$ cat src/rtl/phy_pkg.sv
// Shared PHY TX definitions: byte geometry, idle/comma symbol and transmitter FSM states.
package phy_pkg;

    localparam int unsigned BYTE_W    = 8;
    localparam int unsigned BIT_CNT_W = 3;

    localparam logic [BYTE_W-1:0] IDLE_SYMBOL = 8'hBC;

    typedef enum logic {
        SYNC   = 1'b0,
        ACTIVE = 1'b1
    } tx_state_t;

endpackage

$ cat src/rtl/piso_shift8.sv
// 8-bit parallel-load / shift-left register; the MSB drives the serial output.
module piso_shift8
    import phy_pkg::*;
(
    input  logic              clk,
    input  logic              reset,
    input  logic              load,
    input  logic [BYTE_W-1:0] din,
    output logic              dout
);

    logic [BYTE_W-1:0] sreg;

    // Load wins over shift; zeros enter from the LSB side.
    always_ff @(posedge clk) begin
        if (reset) begin
            sreg <= '0;
        end else if (load) begin
            sreg <= din;
        end else begin
            sreg <= {sreg[BYTE_W-2:0], 1'b0};
        end
    end

    assign dout = sreg[BYTE_W-1];

endmodule

$ cat src/rtl/partoserial.sv
// Parallel-to-serial PHY transmitter: sync preamble of idles, then valid/ready bytes MSB-first.
// Optional PARTOSERIAL_STATS_EN adds tx_byte_cnt / idle_cnt statistics outputs.
module partoserial #(
    parameter int unsigned SYNC_SYMBOLS = 8,
    parameter logic [7:0]  IDLE_SYMBOL  = phy_pkg::IDLE_SYMBOL
) (
    input  logic                       clk_8f,
    input  logic                       reset,
    input  logic [phy_pkg::BYTE_W-1:0] data_in,
    input  logic                       valid_in,
    output logic                       ready_out,
    output logic                       data_out,
    output logic                       frame_out,
    output logic                       active_out,
`ifdef PARTOSERIAL_STATS_EN
    output logic [15:0]                tx_byte_cnt,
    output logic [15:0]                idle_cnt,
`endif
    output logic                       err_comma
);

    import phy_pkg::*;

    localparam logic [BIT_CNT_W-1:0] BIT_LAST  = BIT_CNT_W'(BYTE_W - 1);
    localparam logic [7:0]           SYNC_LAST = 8'(SYNC_SYMBOLS - 1);

    tx_state_t             state;
    logic [BIT_CNT_W-1:0]  bit_cnt;
    logic [7:0]            sync_cnt;
    logic                  load;
    logic                  xfer;
    logic [BYTE_W-1:0]     load_byte;

    assign load      = (bit_cnt == BIT_LAST);
    assign ready_out = (state == ACTIVE) && load;
    assign xfer      = ready_out && valid_in;
    assign load_byte = xfer ? data_in : IDLE_SYMBOL;

    piso_shift8 u_shift (
        .clk   (clk_8f),
        .reset (reset),
        .load  (load),
        .din   (load_byte),
        .dout  (data_out)
    );

    // Slot timing, sync preamble FSM and registered status outputs.
    always_ff @(posedge clk_8f) begin
        if (reset) begin
            state      <= SYNC;
            bit_cnt    <= BIT_LAST;
            sync_cnt   <= 8'd0;
            frame_out  <= 1'b0;
            active_out <= 1'b0;
            err_comma  <= 1'b0;
        end else begin
            bit_cnt   <= bit_cnt + BIT_CNT_W'(1);
            frame_out <= load;
            err_comma <= xfer && (data_in == IDLE_SYMBOL);
            case (state)
                SYNC: begin
                    if (load) begin
                        sync_cnt <= sync_cnt + 8'd1;
                        // The final sync load is itself an idle, so the count is exact.
                        if (sync_cnt == SYNC_LAST) begin
                            state      <= ACTIVE;
                            active_out <= 1'b1;
                        end
                    end
                end
                ACTIVE: begin
                    state <= ACTIVE;
                end
                default: begin
                    state <= SYNC;
                end
            endcase
        end
    end

`ifdef PARTOSERIAL_STATS_EN
    // Byte statistics: only ACTIVE-state loads are counted.
    always_ff @(posedge clk_8f) begin
        if (reset) begin
            tx_byte_cnt <= 16'd0;
            idle_cnt    <= 16'd0;
        end else if (ready_out) begin
            if (valid_in) begin
                tx_byte_cnt <= tx_byte_cnt + 16'd1;
            end else begin
                idle_cnt <= idle_cnt + 16'd1;
            end
        end
    end
`endif

endmodule

$ cat config.mk
export PLATFORM = sky130hd
export DESIGN_NAME = partoserial
export DESIGN_NICKNAME = d
export VERILOG_FILES = /design/src/rtl/phy_pkg.sv /design/src/rtl/piso_shift8.sv /design/src/rtl/partoserial.sv
export SDC_FILE = /design/constraint.sdc
export NUM_CORES = 1
export LEC_CHECK = 0
export CAP_MARGIN = 40
export CORE_ASPECT_RATIO = 0.7
export CORE_MARGIN = 1
export CORE_UTILIZATION = 30
export CTS_BUF_LIST = sky130_fd_sc_hd__clkbuf_4
export DETAILED_ROUTE_END_ITERATION = 8
export PLACE_DENSITY = 0.59
export SETUP_SLACK_MARGIN = 0.2
export SLEW_MARGIN = 20
export SYNTH_ARGS = -nofsm -noshare
export SYNTH_HDL_FRONTEND = slang
export SYNTH_SLANG_ARGS = --single-unit
$ cat constraint.sdc
create_clock -name clk_8f -period 2.1 [get_ports clk_8f]
set_clock_uncertainty 0.15 [all_clocks]
set_input_delay 0.21 -clock clk_8f [delete_from_list [all_inputs] [get_ports clk_8f]]
set_output_delay 0.21 -clock clk_8f [all_outputs]
set_load 0.02 [all_outputs]
# Yosys cells after proc, flatten, opt, wreduce, memory -nomap -nowiden
# Index checks and enable logic that the tools add are counted.
dict set report totals {
  elab_cells 27
  inputBits 11
  register_bits 23
}
dict set report classes {
  reduce_logical 6
  bitwise 3
  muxes 5
  n_addsub 2
  n_eq_ne 3
}
# op count
set ops {}
lappend ops {{$mux W8} 2}
lappend ops {{$add A8 B1 Y8 const B} 1}
lappend ops {{$eq A8 B3 Y1 const B} 1}
lappend ops {{$eq A8 B8 Y1 const B} 1}
lappend ops {{$add A3 B1 Y3 const B} 1}
lappend ops {{$eq A3 B3 Y1 const B} 1}
lappend ops {{$logic_and A1 B1 Y1} 3}
lappend ops {{$not A1 Y1} 3}
lappend ops {{$reduce_and A3 Y1} 1}
lappend ops {{$reduce_or A3 Y1} 1}
lappend ops {{$mux W1} 2}
lappend ops {{$pmux W1 S2} 1}
lappend ops {{$reduce_and A2 Y1} 1}

# Longest topological paths before layout
# Gate-level depths: netlist (run 1).
dict set report depth {
  word_depth 5
  mapped_depth 6
}

# By module
# From an unflattened synthesis (run 1), not the netlist that was laid out.
dict set report hier_totals {
  cells_unflattened 98
  hier_area_um2 968.4
}
# module cells_each area_each_um2 instances
set modules_own_cells {}
lappend modules_own_cells {partoserial 73 685.7 1}
lappend modules_own_cells {piso_shift8 25 282.8 1}

# Worst setup path after synthesis (run 1)
# No wires, ideal clock.
dict set report synth_timing {
  kind {reg2out}
  from {register bit_cnt[0]}
  to {output port ready_out}
  arrival_time_ns 1.223
  stages_incl_launch_ff 6
  path_slack_ns 0.517
  path_cell_list {dfxtp_1 -> ha_1 -> ha_1 -> buf_4 -> buf_2 -> and2_1}
}
dict set report synth_between {
  elab_chain_cells 2
}
# item line_no
set synth_rtl {}
lappend synth_rtl {{start, declared} partoserial.sv:28} ;# logic [BIT_CNT_W-1:0] bit_cnt;
lappend synth_rtl {{start signal, assigned} partoserial.sv:57} ;# bit_cnt <= bit_cnt + BIT_CNT_W'(1);
lappend synth_rtl {{$eq A3 B3 Y1} partoserial.sv:34} ;# assign load = (bit_cnt == BIT_LAST);
lappend synth_rtl {{net load} partoserial.sv:30} ;# logic load;
lappend synth_rtl {{$logic_and A1 B1 Y1} partoserial.sv:35} ;# assign ready_out = (state == ACTIVE) && load;
lappend synth_rtl {{end, declared} partoserial.sv:11} ;# output logic ready_out,
# The timed path passes the listed nets, and every way through them passes these cells.

# Worst setup path after layout (run 1)
dict set report layout_timing {
  from {register bit_cnt[0]}
  to {register sync_cnt[7]}
}
dict set report layout_between {
  elab_chain_cells 2
}
# item line_no
set layout_rtl {}
lappend layout_rtl {{$eq A3 B3 Y1} partoserial.sv:34}
lappend layout_rtl {{net load} partoserial.sv:30}
lappend layout_rtl {{$reduce_and A2 Y1 (no source line)} --}
lappend layout_rtl {{end signal, assigned} partoserial.sv:63} ;# sync_cnt <= sync_cnt + 8'd1;
lappend layout_rtl {{end, declared} partoserial.sv:29} ;# logic [7:0] sync_cnt;
# The timed path passes the listed nets, and every way through them passes these cells.
# A chain may end at the register's enable or synchronous reset.

==> key figures, run 1 <==
Status
  • Status: finished clean

Floorplan
  • Width of the chip: 68.4 µm
  • Placeable Area: 2860 µm²
  • Die ar.: 3310 µm²
  • FP Rows: 16
  • Num ports: 16
  • Die height: 48.5 µm
  • Initial Utilization: 32.3%

Timing
  • Rel. slew slack: 70.3%
  • Setup_tns: 0 ns
  • Min cycle time layout: 1.81 ns
  • Fmax: 0.553 GHz
  • Finish-stage setup viols: 0
  • Hold Violations, Final: 0
  • Actual transition at the worst max-transition pin: 0.439 ns
  • Unrepaired setup endpoints after global routing: false
  • Crit share post-route: 86.1%
  • Pins over their slew limit: 0

Yosys
  • Mean Syn Cell Area: 9.44 µm²
  • Syn Std Cell Area: 925 µm²
  • Largest family of logic cells by synthesized area: simple AND/OR/NAND/NOR gates
  • Top cell type's share of synthesized area: 49.8%
  • Post-Synth Simple-Gate Area: 28.0%
  • Synth Area in XOR/XNOR: 1.89%
  • Synth Area in Adders: 4.06%
  • Area leader, netlist: dfxtp_1
  • Sequential area share after synthesis: 49.8%
  • Synth area leaders: dfxtp_1, nor2_1, a211oi_1
  • Syn Nets: 112
  • Synth warn: 0
  • Synth Instances: 98
  • Post-synthesis mux area share: 1.08%
  • Synth Area in Compound Gates: 12.2%
  • #FFs+latches synth: 23
  • Unique masters post-synth: 30

Clock network
  • H-tree levels: 1
  • # Post-CTS Setup Buffers: 0
  • Clk root buf: clkbuf_4
  • Clock sinks: 23
  • Clock buffer count from CTS: 3
  • Reg clk slew, reported paths: 0.12 ns
  • CTS tree: yes
  • CTS max path bufs: 2
  • Worst-Skew Late Latency: 0.30 ns

Final layout
  • Final #Nets: 130
  • Most frequent cells in the layout: dfxtp_1, nor2_1, clkdlybuf4s50_1
  • ANT cells: 0
  • Commonest non-fill, non-tap cell in the layout: dfxtp_1
  • Share of layout cells above drive strength 1: 10.4%
  • Fillers: 293
  • Synth-to-layout area growth: 23.5%

Placed design
  • RePlAce Congestion: 0.763
  • IO Port Bufs: 15

Power and ir drop
  • Leakage power: 0.439 nW
  • Pwr/cell area: 733 nW/µm²
  • Power Total: 837 µW
  • Worst IR Drop VDD: 386 µV

Route
  • Drc violations: 0
  • Final WL: 1.81 mm
  • TritonRoute pass-1 iters: 4
  • Initial DRC Count: 55
  • Vias: 742
  • DR WL/cell: 12.0 µm
  • Post-route ant nets: 0
  • Avg Vias per Cell: 4.91

Setup path
  • CP required: 2.19 ns
  • R2r worst-path depth: 5
  • Startpoint Class: flop
  • Critical Path Fanout Max: 6
  • Crit Reg-Reg Endpoint: sync_cnt[7]$_SDFFE_PP0P_
  • Crit Path Class: reg2reg
  • Worst r2r src: bit_cnt[0]$_SDFF_PP1_
  • Reg2Reg Setup Slack: 0.29 ns
  • Worst setup EP type: flop
  • Crit path arrival time: 1.90 ns

Global route
  • Initial antenna violation count: 0
  • Global-route wire length before repair: 3.17 mm
  • Pin count of the biggest net entering global routing: 21
  • Vias in the first global route: 723
  • Gr ovfl total: 0
  • Aggregate global-route resource usage: 13.0%

Min path
  • Hold path cells: 1
  • Worst min-delay path startpoint: bit_cnt[0]$_SDFF_PP1_
  • End of the worst hold path: bit_cnt[0]$_SDFF_PP1_
  • HP Class: reg2reg

Job
  • MaxCap Viol Count: 0
flip-flops by register name, summed over array words and instances, names as in the netlist:
signal and flops:
state 1, active_out 1, u_shift.sreg 8, err_comma 1, sync_cnt 8, frame_out 1
bit_cnt 3
what timing repair did:
item                                    CTS  global route
resized for setup                         3             1
endpoints found under the setup margin    1             1
pin swaps                                 0             0
hold buffers                              0             0
worst max-delay path by stage:
stage	startpoint	to	slack, ns	cells past startpoint
after global routing	bit_cnt[0]$_SDFF_PP1_	sync_cnt[7]$_SDFFE_PP0P_	0.20	5
after CTS	bit_cnt[0]$_SDFF_PP1_	ready_out	0.22	4
after detailed placement	bit_cnt[0]$_SDFF_PP1_	ready_out	0.21	4
after floorplan	bit_cnt[0]$_SDFF_PP1_	ready_out	0.52	5
final	bit_cnt[0]$_SDFF_PP1_	sync_cnt[7]$_SDFFE_PP0P_	0.29	5
after global placement	bit_cnt[0]$_SDFF_PP1_	ready_out	0.24	4
layout make-up:
type	count	area [µm²]	share of cell area [%]
tap	36	45.0	3.94
inverter	2	7.51	0.657
multi-input combinational	69	439	38.4
sequential	23	460	40.3
timing repair buffer	17	160	14.0
clock buffer	4	30.0	2.63
metrics by stage:
step           hold slack, ns  cell area, µm²  worst slack, ns  instances  utilization (%)
6_report                0.269            1140            0.292        151             39.9
5_1_grt                 0.310            1140            0.203        151             39.9
4_1_cts                 0.275            1150            0.217        151             40.1
3_5_place_dp            0.245            1110            0.210        147             38.9
3_3_place_gp            0.234            1110            0.241        147             38.9
2_1_floorplan           0.135             925            0.517         98                -
critical path, cell delays in order, from the launching register on:
cell and delay (ns):
dfxtp_1 0.36, ha_1 0.17, ha_2 0.26, nand4b_4 0.15, or4_1 0.48, a21oi_1 0.17
layer usage:
metal | wire length [µm] | GRT usage (%) | share of wire, % | vias up
li1 | - | - | - | 380
met1 | 834 | 17.1 | 46 | 336
met2 | 867 | 19.8 | 48 | 24
met3 | 92 | 5.19 | 5.1 | 2
met4 | 14 | 3.13 | 0.77 | 0
met5 | 0 | 0 | 0 | -
kinds of logic after synthesis:
logic type / count (synthesis)
AOI/OAI and AO/OA: 19
xor gates and xnor gates: 2
adders and majority gates: 3
buffers and inverters: 6
DFF: 23
muxes: 1
and+or+nand+nor: 44
power by group:
group / total, mW / internal, mW / switching, mW
clock network: 0.210 / 0.0870 / 0.123
registers: 0.487 / 0.468 / 0.0190
logic: 0.140 / 0.0720 / 0.0679
total: 0.837 / 0.627 / 0.210
synthesized netlist by cell type, drive strengths merged:
| cell type | count |
|---|---|
| a31oi | 2 |
| nor4 | 1 |
| dfxtp | 23 |
| clkbuf | 2 |
| nand3 | 4 |
| nand3b | 1 |
| nand2b | 3 |
| and2 | 2 |
| or2 | 2 |
| nor3b | 1 |
| mux2i | 1 |
| o31ai | 1 |
| a21oi | 7 |
| ha | 3 |
| inv | 2 |
| and3 | 1 |
| and4b | 1 |
| nand4 | 1 |
| nand4b | 1 |
| a211oi | 5 |
| or3 | 4 |
| nand2 | 3 |
| nor4b | 1 |
| and2b | 2 |
| or4 | 1 |
| nor2 | 15 |
| xnor2 | 2 |
| buf | 2 |
| o21ai | 4 |
Power figures use the tool's default switching activity.
==> run 2: changes to the inputs <==
--- a/config.mk
+++ b/config.mk
@@ -11,6 +11,7 @@
 export CORE_UTILIZATION = 30
 export CTS_BUF_LIST = sky130_fd_sc_hd__clkbuf_4
 export DETAILED_ROUTE_END_ITERATION = 8
+export HOLD_SLACK_MARGIN = 0.08
 export PLACE_DENSITY = 0.59
 export SETUP_SLACK_MARGIN = 0.2
 export SLEW_MARGIN = 20
==> results of run 2 <==
No change in the layout: final DEF, timing and power equal those of run 1.
